===== config.mk =====
export PLATFORM = sky130hd
export DESIGN_NAME = ovl_handshake_arbiter
export DESIGN_NICKNAME = d
export VERILOG_FILES = /design/src/rtl/ovl_handshake_arbiter.sv
export SDC_FILE = /design/constraint.sdc
export NUM_CORES = 1
export LEC_CHECK = 0
export ABC_CLOCK_PERIOD_IN_PS = 3400
export BUFFER_PORTS_ARGS = -buffer_cell sky130_fd_sc_hd__buf_2
export CELL_PAD_IN_SITES_DETAIL_PLACEMENT = 1
export CELL_PAD_IN_SITES_GLOBAL_PLACEMENT = 2
export CORE_UTILIZATION = 34
export DETAILED_ROUTE_END_ITERATION = 7
export GPL_TIMING_DRIVEN = 0
export PLACE_DENSITY = 0.79
export SLEW_MARGIN = 20
export SYNTH_ARGS = -nofsm -noshare
export SYNTH_HDL_FRONTEND = slang
export SYNTH_SLANG_ARGS = --single-unit

===== constraint.sdc =====
create_clock -name clk -period 3.4 [get_ports clk]
set_input_delay 0.17 -clock clk [delete_from_list [all_inputs] [get_ports clk]]
set_output_delay 0.17 -clock clk [all_outputs]
set_load 0.01 [all_outputs]

===== src/rtl/ovl_handshake_arbiter.sv =====
// ovl_handshake_arbiter: round-robin arbiter sharing one req/ack handshake target with gap, timeout and protocol-error tracking
module ovl_handshake_arbiter #(
    parameter int NUM_REQ        = 4,
    parameter int MAX_ACK_CYCLE  = 16,
    parameter int DEASSERT_COUNT = 1,
    parameter int CNT_WIDTH      = 8
) (
    input  logic                       clk,
    input  logic                       reset_n,
    input  logic [NUM_REQ-1:0]         req_in,
    output logic [NUM_REQ-1:0]         ack_out,
    output logic                       req_out,
    input  logic                       ack_in,
    output logic                       grant_vld,
    output logic [$clog2(NUM_REQ)-1:0] grant_idx,
    output logic                       timeout,
    output logic                       proto_err
);
    localparam int IW = $clog2(NUM_REQ);
    localparam logic [CNT_WIDTH-1:0] ACK_LAST = CNT_WIDTH'(MAX_ACK_CYCLE - 1);
    localparam logic [CNT_WIDTH-1:0] GAP_LAST = CNT_WIDTH'(DEASSERT_COUNT > 0 ? DEASSERT_COUNT - 1 : 0);

    typedef enum logic [1:0] {IDLE, REQ, ACK, GAP} state_t;

    state_t               state, state_nxt;
    logic [CNT_WIDTH-1:0] cnt, cnt_nxt;
    logic [IW-1:0]        last_ptr, lp_nxt, gi_nxt, pick, idx;
    logic                 gv_nxt, to_nxt, pe_nxt;

    // First pending requester after last_ptr; iterating from the far end lets the nearest one win
    always_comb begin
        pick = '0;
        idx  = '0;
        for (int k = NUM_REQ; k >= 1; k--) begin
            idx = IW'((int'(last_ptr) + k) % NUM_REQ);
            if (req_in[idx]) pick = idx;
        end
    end

    // Next-state logic; ack_in beats a dropped request, which beats the timeout
    always_comb begin
        state_nxt = state;
        cnt_nxt   = cnt;
        gv_nxt    = grant_vld;
        gi_nxt    = grant_idx;
        lp_nxt    = last_ptr;
        to_nxt    = 1'b0;
        pe_nxt    = 1'b0;
        case (state)
            IDLE: if (|req_in) begin
                state_nxt = REQ;
                gv_nxt    = 1'b1;
                gi_nxt    = pick;
                cnt_nxt   = '0;
            end
            REQ: begin
                cnt_nxt = cnt + 1'b1;
                if (ack_in) state_nxt = ACK;
                else if (!req_in[grant_idx]) begin
                    state_nxt = GAP;
                    cnt_nxt   = '0;
                    pe_nxt    = 1'b1;
                end else if (MAX_ACK_CYCLE != 0 && cnt == ACK_LAST) begin
                    state_nxt = GAP;
                    cnt_nxt   = '0;
                    to_nxt    = 1'b1;
                end
            end
            ACK: if (!req_in[grant_idx] && !ack_in) begin
                state_nxt = GAP;
                cnt_nxt   = '0;
            end
            GAP: if (cnt == GAP_LAST && !ack_in) begin
                state_nxt = IDLE;
                gv_nxt    = 1'b0;
                lp_nxt    = grant_idx;
            end else if (cnt != GAP_LAST) cnt_nxt = cnt + 1'b1;
            default: state_nxt = IDLE;
        endcase
    end

    // Acknowledge only reaches the owner while its transaction is live; stray acks are dropped
    always_comb begin
        ack_out = '0;
        if (ack_in && grant_vld && (state == REQ || state == ACK)) ack_out[grant_idx] = 1'b1;
    end

    assign req_out = (state == REQ) || (state == ACK && req_in[grant_idx]);

    // State registers; reset makes requester 0 the first in line
    always_ff @(posedge clk) begin
        if (!reset_n) begin
            state     <= IDLE;
            cnt       <= '0;
            grant_vld <= 1'b0;
            grant_idx <= '0;
            last_ptr  <= IW'(NUM_REQ - 1);
            timeout   <= 1'b0;
            proto_err <= 1'b0;
        end else begin
            state     <= state_nxt;
            cnt       <= cnt_nxt;
            grant_vld <= gv_nxt;
            grant_idx <= gi_nxt;
            last_ptr  <= lp_nxt;
            timeout   <= to_nxt;
            proto_err <= pe_nxt;
        end
    end
endmodule

==> results.cfg <==
[power]
power.total_mw = 0.721
ir_drop_mv = 0.286
leakage_nw = 0.517
power_density_nw_per_um2 = 612

[floorplanning]
die_h_um = 57.2
die_area_um2 = 3270
start_util = 0.366
die_width_um = 57.2
rows = 19
boundaryPins = 17
core_um2 = 2830

[logic_synthesis]
syn_area_um2 = 1040
ys_seq_elements = 17
ys_warn_count = 0
ys_seq_area_frac = 0.329
ys_types = 41
syn_inst = 131
synth_edf_count = 0
async_flop_share = 0
ys.flop_type = dfxtp_1
syn_area_per_cell_um2 = 7.91
synth_nets = 144

[route]
drc = 2
first_iter_violations = 14
viasPerCell = 5.46
wl_per_cell_um = 14.3
routed_wl_um = 2590
dr.pass1.iters = 6
ant_nets = 0
vias = 988

[clock_tree]
tritoncts = done
cts_buffer_depth = 2
cts.reportedPaths.clkPinSlew_ns = 0.11
clock_sinks = 17
cts_resized = 0
clockRootBuffer = clkbuf_4
cts-hold-fix-buffers = 0
htree_levels = 1
cts_buffers = 3
clk_latency_ns = 0.29
cts_setup_buffers = 0

[sta]
fin_ws_ns = 1.12
tightest_slew_ns = 0.624
slew-limit-headroom = 0.580
post-route-period-util = 0.671
setup_tns_ns = 0
setup_viol = 0
slew_viol_final = 0
fmax_ghz = 0.438
hold_viol_final = 0
worst_clock_skew_ns = 0.00301
holdWs_ns = 0.194
period_minus_slack_ns = 2.28
rsz0062_at_grt = false

[cells_and_area]
drive_gt1_frac = 0.187
nNetsFinal = 164
diodes = 0
synthToLayoutAreaGrowth_pct = 13.6
final_common_cell = nand2_1
layout.cells.most_common_list = nand2_1, dfxtp_1, buf_2
final_util = 0.416

[grt]
grt_max_degree = 11
grt_pass1_vias = 961
grt-ovfl-total = 0
grtUsageTotal = 0.179
antenna_found_initial = 0
grt_pass1_wl_um = 4510

[setup_path]
cp.required_ns = 3.57
worst_setup_path_end_kind = register
critPathLaunchType = register
arrival_ns = 2.45
rr_worst_depth = 5
critPathKind = register to register
crit_path_max_fanout = 7

[worst_hold_path]
hold_path.class = input port to register
hold-path-cell-count = 3

[status]
status = complete, but fails checks
violations = DRC

[flow_run]
cap_viol_max_count = 0

[place]
portBuffers = 15
gp_congestion = 0.710
post-dp-hpwl_um = 2060
dp_slack_ns = 1.09
[where the power goes]
group	switching, mW	total (mW)	internal (mW)
Combinational	0.201	0.339	0.138
Sequential	0.0375	0.269	0.231
Clock	0.0695	0.113	0.0437
[cells in the mapped netlist (2+ instances only)]
| cell | count | area share |
|---|---|---|
| a21oi_1 | 3 | 0.014 |
| a31oi_1 | 3 | 0.018 |
| and3_1 | 3 | 0.018 |
| clkbuf_1 | 2 | 0.0072 |
| dfxtp_1 | 17 | 0.33 |
| ha_1 | 6 | 0.072 |
| inv_1 | 11 | 0.040 |
| mux2i_1 | 2 | 0.019 |
| nand2_1 | 21 | 0.076 |
| nand2b_1 | 2 | 0.012 |
| nand3_1 | 2 | 0.0097 |
| nand4_1 | 4 | 0.024 |
| nor2_1 | 9 | 0.033 |
| nor3_1 | 5 | 0.024 |
| nor4_1 | 2 | 0.012 |
| o211ai_1 | 3 | 0.022 |
| o21ai_0 | 4 | 0.019 |
| o21ai_1 | 2 | 0.0097 |
| o22ai_1 | 4 | 0.024 |
| or4_1 | 2 | 0.014 |
| xor2_1 | 4 | 0.034 |
[routing by layer]
metal  wire [um]  global-route usage  share of wire  up-vias
li1            -                   -              -      509
met1        1200               0.235           0.46      461
met2        1250               0.304           0.48       16
met3         115              0.0272          0.044        2
met4          18              0.0523         0.0070        0
met5           0                   0              0        -
[cells by family (layout without fill, tap and decap cells)]
family,count (synthesis),in the layout,share of synthesized area
flip-flops,17,17,0.329
AO/OA/AOI/OAI,26,26,0.162
XOR/XNOR,4,4,0.0338
buffers and inverters,14,33,0.0519
multiplexers,3,3,0.0411
AND/OR/NAND/NOR,61,61,0.310
adder cells (fa/ha/maj),6,6,0.0725
[worst paths after layout]
check                           slack (ns)                      start                  end
worst max-delay path                  1.12  grant_idx[0]$_SDFFE_PN0P_  cnt[3]$_SDFFE_PN0P_
worst min-delay path                  0.19                    reset_n  cnt[1]$_SDFFE_PN0P_
worst max register to register        1.12  grant_idx[0]$_SDFFE_PN0P_  cnt[3]$_SDFFE_PN0P_
worst min register to register        0.52        cnt[1]$_SDFFE_PN0P_  cnt[1]$_SDFFE_PN0P_
[stage by stage]
stage          cell area (um2)  cells
4_1_cts                   1180    181
3_3_place_gp              1150    177
5_1_grt                   1180    181
6_report                  1180    181
2_1_floorplan             1040    131
3_5_place_dp              1150    177
[critical path, stage by stage, from the launching register on]
cell     delay, ns
dfxtp_1       0.45
mux4_2        0.63
o21ai_2       0.33
nand2_1       0.11
o21ai_0       0.52
nor2_1        0.11
[flip-flops by register name, summed over array words and instances, names as in the netlist]
name       count
timeout        1
last_ptr       2
state          2
proto_err      1
grant_idx      2
grant_vld      1
cnt            8
[final cells by class]
type / instances / area [um2]
clock buffers: 3 / 22.5
plain buffers: 3 / 12.5
multi-input cells: 100 / 642
fillers: 358 / 1650
flip-flops and latches: 17 / 340
clock inverters: 1 / 5.00
repair buffers: 15 / 75.1
well taps: 31 / 38.8
inverters: 11 / 41.3
Note: power is estimated with default switching activity, not from simulation.
